$ cat src/rtl/win_banner_ctrl.sv
// win_banner_ctrl
// Slides a "you win" banner down from the top of the screen, blinks it, and
// then holds it on screen. It also fetches the banner sprite words from a ROM
// two pixels ahead of the beam.
//
// Ports:
//   Clk, Reset_n     - system clock (rising edge), async active-low reset
//   pixel_tick       - one-cycle strobe per pixel (ticks >= 4 Clk apart)
//   frame_start      - one-cycle strobe per frame
//   game_won         - level request to show the banner
//   DrawX, DrawY     - current beam pixel, sampled on pixel_tick
//   rom_data         - sprite ROM word, valid 2 Clk after rom_en is sampled
//   rom_addr, rom_en - sprite ROM word address / read strobe
//   win_data         - sprite word for the pixel currently on screen
//   winX, winY       - banner origin
//   banner_visible   - downstream palette output should be shown
//   busy             - controller is not idle
module win_banner_ctrl #(
    parameter int WIN_W         = 266,
    parameter int WIN_H         = 64,
    parameter int WIN_X         = 187,
    parameter int Y_TARGET      = 208,
    parameter int SLIDE_STEP    = 4,
    parameter int BLINK_FRAMES  = 16,
    parameter int BLINK_TOGGLES = 4
) (
    input  logic        Clk,
    input  logic        Reset_n,
    input  logic        pixel_tick,
    input  logic        frame_start,
    input  logic        game_won,
    input  logic [9:0]  DrawX,
    input  logic [9:0]  DrawY,
    input  logic [31:0] rom_data,
    output logic [11:0] rom_addr,
    output logic        rom_en,
    output logic [31:0] win_data,
    output logic [9:0]  winX,
    output logic [9:0]  winY,
    output logic        banner_visible,
    output logic        busy
);

    typedef enum logic [1:0] {
        IDLE  = 2'd0,
        SLIDE = 2'd1,
        BLINK = 2'd2,
        SHOW  = 2'd3
    } state_t;

    localparam int BF_W = (BLINK_FRAMES  > 1) ? $clog2(BLINK_FRAMES)  : 1;
    localparam int BT_W = (BLINK_TOGGLES > 1) ? $clog2(BLINK_TOGGLES) : 1;
    localparam logic [BF_W-1:0] BF_LAST  = BF_W'(BLINK_FRAMES - 1);
    localparam logic [BT_W-1:0] BT_LAST  = BT_W'(BLINK_TOGGLES - 1);
    localparam logic [10:0]     Y_TGT_C  = 11'(Y_TARGET);
    localparam logic [10:0]     STEP_C   = 11'(SLIDE_STEP);
    localparam logic [10:0]     WIN_H_C  = 11'(WIN_H);
    localparam logic [10:0]     X_LO_C   = 11'(WIN_X);
    localparam logic [10:0]     X_HI_C   = 11'(WIN_X + WIN_W);
    localparam logic [10:0]     X_MAX_C  = 11'd639;
    localparam logic [14:0]     WIN_W_C  = 15'(WIN_W);

    state_t          state_r, state_nxt_s;
    logic [9:0]      winy_r, winy_nxt_s;
    logic [9:0]      winx_r;
    logic            vis_r, vis_nxt_s;
    logic [BF_W-1:0] bcnt_r, bcnt_nxt_s;
    logic [BT_W-1:0] tcnt_r, tcnt_nxt_s;
    logic            busy_r, banner_r;

    logic [10:0]     slide_sum_s;
    logic            slide_hit_s, blink_wrap_s, blink_done_s, kill_s;

    logic [10:0]     tx_s, dx_s, dy_s;
    logic            inside_s;
    logic [14:0]     prod_s, lin_s;
    logic            in_q2_nxt_s;

    logic            rom_en_r, req_p0_r, req_p1_r, req_p2_r, in_p1_r, in_p2_r;
    logic            in_q1_r, in_q2_r;
    logic [11:0]     rom_addr_r;
    logic [31:0]     stage_r, win_data_r;

    // Frame-level conditions shared by the FSM and its datapath.
    always_comb begin
        slide_sum_s  = {1'b0, winy_r} + STEP_C;
        slide_hit_s  = (slide_sum_s >= Y_TGT_C);
        blink_wrap_s = (bcnt_r == BF_LAST);
        blink_done_s = blink_wrap_s && (tcnt_r == BT_LAST);
        // Dropping game_won aborts any activity and flushes the fetch pipeline.
        kill_s       = (state_r == IDLE) || !game_won;
    end

    // FSM state register.
    always_ff @(posedge Clk or negedge Reset_n) begin
        if (!Reset_n) begin
            state_r <= IDLE;
        end else begin
            state_r <= state_nxt_s;
        end
    end

    // FSM next-state logic.
    always_comb begin
        state_nxt_s = state_r;
        if ((state_r != IDLE) && !game_won) begin
            state_nxt_s = IDLE;
        end else if (frame_start) begin
            case (state_r)
                IDLE:    state_nxt_s = game_won ? SLIDE : IDLE;
                SLIDE:   state_nxt_s = slide_hit_s ? BLINK : SLIDE;
                BLINK:   state_nxt_s = blink_done_s ? SHOW : BLINK;
                SHOW:    state_nxt_s = SHOW;
                default: state_nxt_s = IDLE;
            endcase
        end else begin
            state_nxt_s = state_r;
        end
    end

    // FSM outputs: next banner position, visibility and blink counters.
    always_comb begin
        winy_nxt_s = winy_r;
        vis_nxt_s  = vis_r;
        bcnt_nxt_s = bcnt_r;
        tcnt_nxt_s = tcnt_r;
        if ((state_r != IDLE) && !game_won) begin
            vis_nxt_s = 1'b0;           // winY intentionally held until re-entry
        end else if (frame_start) begin
            case (state_r)
                IDLE: begin
                    if (game_won) begin
                        winy_nxt_s = 10'd0;
                        vis_nxt_s  = 1'b1;
                        bcnt_nxt_s = '0;
                        tcnt_nxt_s = '0;
                    end else begin
                        winy_nxt_s = winy_r;
                    end
                end
                SLIDE: begin
                    winy_nxt_s = slide_hit_s ? 10'(Y_TARGET) : slide_sum_s[9:0];
                end
                BLINK: begin
                    if (blink_wrap_s) begin
                        bcnt_nxt_s = '0;
                        vis_nxt_s  = ~vis_r;
                        tcnt_nxt_s = tcnt_r + 1'b1;
                    end else begin
                        bcnt_nxt_s = bcnt_r + 1'b1;
                    end
                end
                SHOW:    winy_nxt_s = winy_r;
                default: winy_nxt_s = winy_r;
            endcase
        end else begin
            winy_nxt_s = winy_r;
        end
    end

    // Target pixel two ahead of the beam, inside test and word address.
    // The multiply by WIN_W is unrolled into shifted adds of the set bits.
    always_comb begin
        tx_s     = {1'b0, DrawX} + 11'd2;
        dx_s     = tx_s - X_LO_C;
        dy_s     = {1'b0, DrawY} - {1'b0, winy_r};
        inside_s = (tx_s <= X_MAX_C) && (tx_s >= X_LO_C) && (tx_s < X_HI_C) &&
                   ({1'b0, DrawY} >= {1'b0, winy_r}) &&
                   ({1'b0, DrawY} < ({1'b0, winy_r} + WIN_H_C));
        prod_s   = 15'd0;
        for (int i = 0; i < 15; i++) begin
            prod_s = prod_s + (WIN_W_C[i] ? ({4'd0, dy_s} << i) : 15'd0);
        end
        lin_s       = prod_s + {4'd0, dx_s};
        in_q2_nxt_s = kill_s ? 1'b0 : (pixel_tick ? in_q1_r : in_q2_r);
    end

    // Frame-rate registers and registered status outputs.
    always_ff @(posedge Clk or negedge Reset_n) begin
        if (!Reset_n) begin
            winy_r   <= 10'd0;
            winx_r   <= 10'(WIN_X);
            vis_r    <= 1'b0;
            bcnt_r   <= '0;
            tcnt_r   <= '0;
            busy_r   <= 1'b0;
            banner_r <= 1'b0;
        end else begin
            winy_r   <= winy_nxt_s;
            winx_r   <= 10'(WIN_X);
            vis_r    <= vis_nxt_s;
            bcnt_r   <= bcnt_nxt_s;
            tcnt_r   <= tcnt_nxt_s;
            busy_r   <= (state_nxt_s != IDLE);
            banner_r <= vis_nxt_s & in_q2_nxt_s;
        end
    end

    // Sprite fetch pipeline: request, 2-cycle ROM latency, staging, display.
    always_ff @(posedge Clk or negedge Reset_n) begin
        if (!Reset_n) begin
            rom_en_r   <= 1'b0;
            rom_addr_r <= 12'd0;
            req_p0_r   <= 1'b0;
            req_p1_r   <= 1'b0;
            req_p2_r   <= 1'b0;
            in_p1_r    <= 1'b0;
            in_p2_r    <= 1'b0;
            in_q1_r    <= 1'b0;
            in_q2_r    <= 1'b0;
            stage_r    <= 32'd0;
            win_data_r <= 32'd0;
        end else if (kill_s) begin
            rom_en_r   <= 1'b0;
            req_p0_r   <= 1'b0;
            req_p1_r   <= 1'b0;
            req_p2_r   <= 1'b0;
            in_p1_r    <= 1'b0;
            in_p2_r    <= 1'b0;
            in_q1_r    <= 1'b0;
            in_q2_r    <= 1'b0;
            stage_r    <= 32'd0;
            win_data_r <= 32'd0;
        end else begin
            rom_en_r <= pixel_tick && inside_s;
            req_p0_r <= pixel_tick;
            if (pixel_tick && inside_s) begin
                rom_addr_r <= 12'(lin_s >> 3);
            end
            req_p1_r <= req_p0_r;
            in_p1_r  <= rom_en_r;
            req_p2_r <= req_p1_r;
            in_p2_r  <= in_p1_r;
            // Outside targets stage a zero word so the palette shows nothing.
            if (req_p2_r) begin
                stage_r <= in_p2_r ? rom_data : 32'd0;
            end
            if (pixel_tick) begin
                win_data_r <= stage_r;
                in_q1_r    <= inside_s;
                in_q2_r    <= in_q1_r;
            end
        end
    end

    assign rom_en         = rom_en_r;
    assign rom_addr       = rom_addr_r;
    assign win_data       = win_data_r;
    assign winX           = winx_r;
    assign winY           = winy_r;
    assign banner_visible = banner_r;
    assign busy           = busy_r;

endmodule

$ cat config.mk
export PLATFORM = sky130hd
export DESIGN_NAME = win_banner_ctrl
export DESIGN_NICKNAME = d
export VERILOG_FILES = /design/src/rtl/win_banner_ctrl.sv
export SDC_FILE = /design/constraint.sdc
export NUM_CORES = 1
export LEC_CHECK = 0
export BUFFER_PORTS_ARGS = -buffer_cell sky130_fd_sc_hd__buf_2
export CORE_UTILIZATION = 60
export CTS_CLUSTER_SIZE = 10
export DETAILED_ROUTE_END_ITERATION = 16
export HOLD_SLACK_MARGIN = 0.02
export PLACE_DENSITY = 0.86
export SYNTH_ARGS = -nofsm -noshare
export SYNTH_HDL_FRONTEND = slang
export SYNTH_SLANG_ARGS = --single-unit
$ cat constraint.sdc
create_clock -name Clk -period 12.5 [get_ports Clk]
set_clock_uncertainty 0.05 [all_clocks]
set_input_delay 3.75 -clock Clk [delete_from_list [all_inputs] [get_ports Clk]]
set_output_delay 3.75 -clock Clk [all_outputs]
set_load 0.01 [all_outputs]
Yosys cells after proc, flatten, opt, wreduce, memory -nomap -nowiden
Cells that the tools add are included.
{"block": "totals", "latch_bits": 0, "in_bits": 57, "n_memories": 0, "mem_bits_ro": 0, "reg_bits": 105, "mem_bits_rw": 0}
{"block": "op_classes", "n_eq_ne": 7, "n_bitwise": 4, "n_mul": 0, "n_addsub": 10, "div": 0, "n_reduce_logical": 20, "n_shift": 0, "mux": 35, "order_cmp": 6}
{"op": "32-bit 2-to-1 mux", "n": 5}
{"op": "11-bit by 8-bit greater-or-equal comparator with 1-bit output, second input constant", "n": 2}
{"op": "10-bit 2-to-1 mux", "n": 2}
{"op": "10-bit one-hot mux with 2 select lines", "n": 1}
{"op": "1-bit 2-to-1 mux", "n": 16}
{"op": "12-bit by 14-bit adder with 15-bit output", "n": 1}
{"op": "15-bit by 11-bit adder with 15-bit output", "n": 1}
{"op": "15-bit adder", "n": 1}
{"op": "2-bit nonzero test", "n": 6}
{"op": "10-bit by 2-bit adder with 11-bit output, second input constant", "n": 1}
{"op": "10-bit by 3-bit adder with 11-bit output, second input constant", "n": 1}
{"op": "10-bit by 7-bit adder with 11-bit output, second input constant", "n": 1}
{"op": "11-bit by 10-bit <= comparator with 1-bit output, second input constant", "n": 1}
{"op": "10-bit by 11-bit < comparator with 1-bit output", "n": 1}
{"op": "11-bit by 9-bit < comparator with 1-bit output, second input constant", "n": 1}
{"op": "10-bit by 10-bit subtractor with 11-bit output", "n": 1}
{"op": "11-bit by 8-bit subtractor with 11-bit output, second input constant", "n": 1}
{"op": "10-bit greater-or-equal comparator", "n": 1}
{"op": "2-bit 2-to-1 mux", "n": 5}
{"op": "4-bit 2-to-1 mux", "n": 2}
{"op": "2-bit one-hot mux with 4 select lines", "n": 1}
{"op": "4-bit one-hot mux with 2 select lines", "n": 1}
{"op": "4-bit AND reduction", "n": 2}
{"op": "1-bit logical AND", "n": 7}
{"op": "other kinds (15)", "n": 20}

Longest topological paths before layout
Gate-level depths: netlist (run 1).
{"block": "depth", "ltp_word": 8, "ltp_mapped": 20, "ltp_nobuf": 20}

Worst setup path after synthesis (run 1)
No wires, ideal clock.
{"block": "synth_path", "path_kind": "input-to-reg", "start": "in DrawX[1]", "end": "reg rom_addr_r[10] (netlist: rom_addr[10])", "slack_ps": 4601, "arrival_time_ps": 7724, "required_ps": 12325, "stages": 19, "n_path_buf": 1, "path_cell_list": "ha_1 > buf_4 > nor3_1 > a21oi_1 > or2b_1 > o21a_1 > o21ai_0 > xor2_1 > fa_1 > inv_1 > fa_1 > inv_1 > ha_1 > a21o_1 > o32a_1 > a31o_2 > a21oi_1 > xnor2_1 > mux2_4"}
{"block": "synth_between", "elab_chain_len": 8}
{"element": "start: declaration", "line": "32", "rtl": "input logic [9:0] DrawX,"}
{"element": "10-bit by 2-bit adder with 11-bit output *", "line": "164", "rtl": "tx_s = {1'b0, DrawX} + 11'd2;"}
{"element": "branches (longest 7 deep; another with 15-bit by 11-bit adder with 15-bit output)"}
{"element": "end signal: assignment", "line": "228", "rtl": "rom_addr_r <= 12'(lin_s >> 3);"}
{"element": "end: declaration", "line": "81", "rtl": "logic [11:0] rom_addr_r;"}
Every way passes the cells marked *.
A chain may end at the register's enable or synchronous reset.

Worst setup path after layout (run 1)
Ends and elaborated chain as after synthesis.

==> reports/metrics.cfg, run 1 <==
[outcome]
run_status=complete, no violations

[drt]
wl_per_cell_um=15.08
firstDrtPassIters=4
wirelength_um=13650
via_per_inst=5.697
drt_iter0_drc=253
ant_nets=0
drc=0
dr_total_vias=5156

[yosys]
yosysWarningCount=0
ys.flop_type=dfrtp_1
synth_commonest_cells=103 x dfrtp_1, 56 x a21oi_1, 54 x nor2_1
synth_compound_area_frac=0.1284
synth-xor-area-share=0.04912
synthAdderAreaFrac=0.1262
synth_cell_types=63
seq_area_frac_synth=0.3952
syn_inst=667
synthSimpleGateAreaFrac=0.1602
synth_most_common_cell=dfrtp_1
synth_edf_count=0
synth.top_cell.area_share=0.3952
avgSynthCellArea_um2=9.777
ys_top_cells_by_area=dfrtp_1 40%, ha_1 8.6%, mux2i_1 5.8%, a21oi_1 4.3%, fa_1 4.0%
synthMuxAreaShare=0.08078
synthesis.area_mm2=0.006521
synth_top_cell_by_area=dfrtp_1
ys_async_sr_fraction=1.000
synth_top_family_by_area=simple AND/OR/NAND/NOR gates
postSynthRegisterBits=103

[global_route]
grt_overflow=0
grt_pass1_vias=4943
top_usage_layer=met2
antenna_found_initial=0
met1_usage=0.3430
gr-usage-met3=0.04169
grt_max_degree=84
met2_usage=0.4198
grt_pass1_wl_um=23050
track_usage=0.2527

[worst_setup_path]
crit_fanout=9
cp_slowest_cell=fa_1
arrival_ps=8300
critical_path_class=primary input to flop
slowest_delay_ps=520
start_kind=primary input
r2r_setup_slack_ps=7790
cp-end-kind=flop
crit_chain=buf_2 > ha_1 > mux2i_1 > a21oi_1 > or2b_1 > o21a_1 > o21ai_0 > xor2_1 > fa_1 > inv_1 > fa_1 > inv_1 > ha_1 > a21o_1 > o32a_1 > a31o_2 > a21oi_1 > xnor2_1 > mux2_4
crit_required_ps=12690

[timing]
setup_viol=0
max_freq_mhz=123.3
slew-limit-headroom=0.3055
rsz0062_at_grt=no
hold_viol_final=0
setup_tns_ps=0
final.period_utilization=0.6487
fin_hold_ws_ps=425.6
maxSlewViolCount=0
worst_slew_pin_slew_ps=1042
finalCriticalPeriod_ps=8108
setup_slack_ps=4392

[floorplanning]
die-area_mm2=0.01129
die_x_um=106.3
core-area_mm2=0.01042
placementRows=37
initial_core_util=0.6261
dieHeight_um=106.3
pin_count=124

[cts]
clk_latency_ps=360
cts_tree=yes
clkSinkCount=103
cts_hold_buf=0
htree_levels=3
clkTransAtPathRegs_ps=100
clk_path_buf_depth=2
postCtsSetupBuffers=0
cts_resized=0
cts_made_buffers=9
clock-root-buffer=clkbuf_8

[run]
cap_violations=0

[layout]
diodes=0
drive_gt1_frac=0.1977
stdcell_count=905
area_growth_pct=12.05
nNetsFinal=879

[power]
power.density_mw_per_mm2=160.8
irDropWorstVdd_uv=139.2
p_leak_uw=0.003659

[placed_design]
hpwlAfterDp_um=10010
dp_cells=889
routabilityCongestion=0.8813
io_buffers=111
preCtsSetupSlack_ps=4079

[hold_path]
hold_class=flop to flop

## layout by cell type (no fill, tap or decap), types with 2 or more instances in the layout
cell type	count
buf_4	5
dfrtp_1	103
nand2_1	20
a21oi_1	56
xor2_1	9
nand3_1	49
and2_1	8
ha_1	45
xnor2_1	25
o31ai_1	5
buf_2	110
conb_1	14
and3_1	6
o31a_1	3
fa_1	13
nor3_1	6
o211ai_1	2
a21o_1	16
clkbuf_8	11
a31oi_1	4
o21ai_0	21
nand2b_1	35
mux2_4	6
a21boi_0	2
nand4_1	6
nor2_1	54
a211oi_1	3
o21a_1	5
mux2_2	5
a21boi_1	2
a31o_2	2
a22oi_1	2
mux2i_1	38
or3_1	2
inv_1	44
clkinv_2	2
## flip-flops by register name, indices dropped and copies added, names as in the netlist, 2 cells and up
register,cells
bcnt_r,4
rom_addr,12
stage_r,32
state_r,2
tcnt_r,2
winY,8
win_data,32
## power by group
group / internal (uW) / switching (uW) / total [uW] / leakage [uW]
registers: 353 / 13.5 / 366 / 0.00142
clock network: 85.2 / 114 / 199 / 0.000102
logic: 277 / 333 / 610 / 0.00214
total: 716 / 460 / 1180 / 0.00366
## routing by layer
layer / wire, um / vias to the layer above
li1: - / 2479
met5: 0 / -
met4: 176 / 0
met2: 6533 / 178
met3: 767 / 16
met1: 6169 / 2483
## cells by family after synthesis
group	after synthesis
flip-flops	103
AO/OA/AOI/OAI	135
XOR/XNOR	35
multiplexers	49
buffers and inverters	85
AND/OR/NAND/NOR	200
other	2
adder cells (fa/ha/maj)	58
## worst paths after layout
path | endpoint | cells after the start | start
setup reg to reg | rom_addr[10] | 17 | winY[2]
min in group asynchronous | rom_addr[6] | 1 | Reset_n
hold / removal | req_p1_r | 1 | req_p0_r
setup / recovery | rom_addr[10] | 19 | DrawX[1]
max in group asynchronous | stage_r[7] | 2 | Reset_n
hold reg to reg | req_p1_r | 1 | req_p0_r
## stage by stage
step	power, uW	cell area (um2)	utilization
global route	1267	7307	0.7015
detailed placement	972.7	7117	0.6832
floorplan	840.9	6566	-
global placement	949.1	7117	0.6832
CTS	1178	7307	0.7015
finish	1175	7307	0.7015
## worst max-delay path, delay by kind of cell
family	cells	cell delay, ps
fa+ha+maj	4	1780
compound gates	7	1530
buf+inv	3	260
mux	2	550
xor+xnor	2	200
simple gates	1	250
## final cells by class
type | count | area (um2)
Inverter | 44 | 165.2
Timing Repair Buffer | 115 | 588.1
Clock inverter | 5 | 38.79
Fill cell | 780 | 3109
Clock buffer | 11 | 151.4
Tap cell | 136 | 170.2
Sequential cell | 103 | 2577
Multi-Input combinational cell | 491 | 3616
No activity file was read; power rests on OpenSTA's default activity.
==> run 2: changes to the inputs <==
--- a/config.mk
+++ b/config.mk
@@ -6,11 +6,11 @@
 export NUM_CORES = 1
 export LEC_CHECK = 0
 export BUFFER_PORTS_ARGS = -buffer_cell sky130_fd_sc_hd__buf_2
-export CORE_UTILIZATION = 60
+export CORE_UTILIZATION = 56
 export CTS_CLUSTER_SIZE = 10
 export DETAILED_ROUTE_END_ITERATION = 16
 export HOLD_SLACK_MARGIN = 0.02
-export PLACE_DENSITY = 0.86
+export PLACE_DENSITY = 0.82
 export SYNTH_ARGS = -nofsm -noshare
 export SYNTH_HDL_FRONTEND = slang
 export SYNTH_SLANG_ARGS = --single-unit
==> constraint.sdc (replaced) <==
create_clock -name Clk -period 8 [get_ports Clk]
set_clock_uncertainty 0.05 [all_clocks]
set_input_delay 2.4 -clock Clk [delete_from_list [all_inputs] [get_ports Clk]]
set_output_delay 2.4 -clock Clk [all_outputs]
set_load 0.01 [all_outputs]
==> run 2 against run 1 <==
Clock power up 130%. Die area rose by 7.0%. Register-to-register slack worse by 4500 ps. Sequential power is 57% higher. Final area is 1.8% higher. Cell count grew 0.77%. First-iteration DRC count up 40%. Utilization is 4.7 points lower. Count of clock-buffer cells in the layout increased by 1. Sequential share of layout area is 0.63 points lower. Worst setup slack got worse by 3100 ps. Largest cell class unchanged.
==> reports/metrics.cfg, run 2 (same netlist as run 1, synthesis figures left out) <==
[outcome]
run_status=complete, no violations

[cts]
cts_made_buffers=9
cts_resized=0
postCtsSetupBuffers=0
clkTransAtPathRegs_ps=70
clock-root-buffer=clkbuf_16
cts_hold_buf=0
clk_latency_ps=350
htree_levels=3
clkSinkCount=103
cts_tree=yes
clk_path_buf_depth=2

[timing]
finalCriticalPeriod_ps=6738
setup_slack_ps=1262
setup_viol=0
rsz0062_at_grt=no
max_freq_mhz=148.4
final.period_utilization=0.8423
slew-limit-headroom=0.2967
setup_tns_ps=0
worst_slew_pin_slew_ps=1055
hold_viol_final=0
maxSlewViolCount=0

[drt]
ant_nets=0
drt_iter0_drc=353
wl_per_cell_um=15.61
wirelength_um=14240
dr_total_vias=5191
drc=0
firstDrtPassIters=7
via_per_inst=5.692

[layout]
nNetsFinal=879
diodes=0
area_growth_pct=14.10
multi_input_area_mm2=0.003616
layout_common_cells=110 x buf_2, 103 x dfrtp_1, 56 x a21oi_1, 54 x nor2_1, 49 x nand3_1
seqCellArea_mm2=0.002577
fill_cells=915
drive_gt1_frac=0.1964
layout_commonest_cell=buf_2

[placed_design]
hpwlAfterDp_um=10420
routabilityCongestion=0.8644
preCtsSetupSlack_ps=911.0
io_buffers=111

[global_route]
track_usage=0.2429
grt_pass1_vias=4954
grt_max_degree=78
grt_pass1_wl_um=22820
antenna_found_initial=0
grt_overflow=0

[worst_setup_path]
crit_start=DrawX[2]
crit_chain=buf_2 > ha_1 > mux2i_1 > a21oi_1 > or2b_1 > o21a_1 > o21ai_0 > xor2_1 > fa_1 > inv_1 > fa_1 > inv_1 > ha_1 > a21o_1 > nor3_1 > o21ai_0 > a31o_2 > a21oi_1 > xnor2_1 > mux2_4
crit_required_ps=8180
cp-end-kind=flop
critical_path_class=primary input to flop
start_kind=primary input
r2r_setup_slack_ps=3330
arrival_ps=6910
slowest_delay_ps=530
cp_slowest_cell=fa_1
r2r_start=winY[2]
crit_fanout=9

[floorplanning]
placementRows=39
die-area_mm2=0.01208
pin_count=124
dieHeight_um=109.9
die_x_um=109.9
initial_core_util=0.5736
core-area_mm2=0.01137

[hold_path]
hold_class=flop to flop
min_from=req_p0_r

[power]
p_leak_uw=0.003714
power.density_mw_per_mm2=269.0
irDropWorstVdd_uv=177.6

[run]
cap_violations=0

run 2: cell count changes in the layout (fill, tap and decap cells not counted), sizes merged:
cell,before,now
inv,46,47
clkinv,3,0
clkbuf,11,12
bufinv,0,1
run 2: layout make-up:
cell class / instances / share of cell area
Clock buffer: 12 / 0.03447
Clock inverter: 4 / 0.007903
Inverter: 44 / 0.02220
Multi-Input combinational cell: 491 / 0.4860
Sequential cell: 103 / 0.3464
Tap cell: 143 / 0.02405
Timing Repair Buffer: 115 / 0.07903
run 2: critical path, delay by kind of cell:
| kind | cells | cell delay (ps) |
|---|---|---|
| adder cells (fa/ha/maj) | 4 | 1810 |
| AO/OA/AOI/OAI | 7 | 1330 |
| multiplexers | 2 | 530 |
| AND/OR/NAND/NOR | 2 | 390 |
| buffers and inverters | 3 | 260 |
| XOR/XNOR | 2 | 200 |
run 2: metrics by stage:
step	hold slack (ps)	total power, uW	instance area [um2]	util	cells
floorplan	377.7	1314	6566	-	679
global placement	382.1	1488	7126	0.6267	896
detailed placement	385.5	1536	7126	0.6267	896
CTS	401.7	2019	7441	0.6545	912
global route	415.3	2145	7441	0.6545	912
finish	392.7	2001	7441	0.6545	912
run 2: metal layers:
metal	vias to the layer above	GRT usage	part of all wire
li1	2479	-	-
met2	178	0.4339	0.51
met4	0	0.08476	0.014
met1	2514	0.2932	0.42
met5	-	0	0
met3	20	0.04209	0.058
run 2: power by group:
part	switching, uW	internal (uW)
sequential	21.2	552
clock	196	264
combinational	531	437
run 2: path summary, 6_finish.rpt:
kind / end / cells past startpoint
hold / removal: req_p1_r / 1
setup / recovery: rom_addr[10] / 20
max in group asynchronous: req_p0_r / 2
hold reg to reg: req_p1_r / 1
setup reg to reg: rom_addr[10] / 17
min in group asynchronous: stage_r[21] / 1
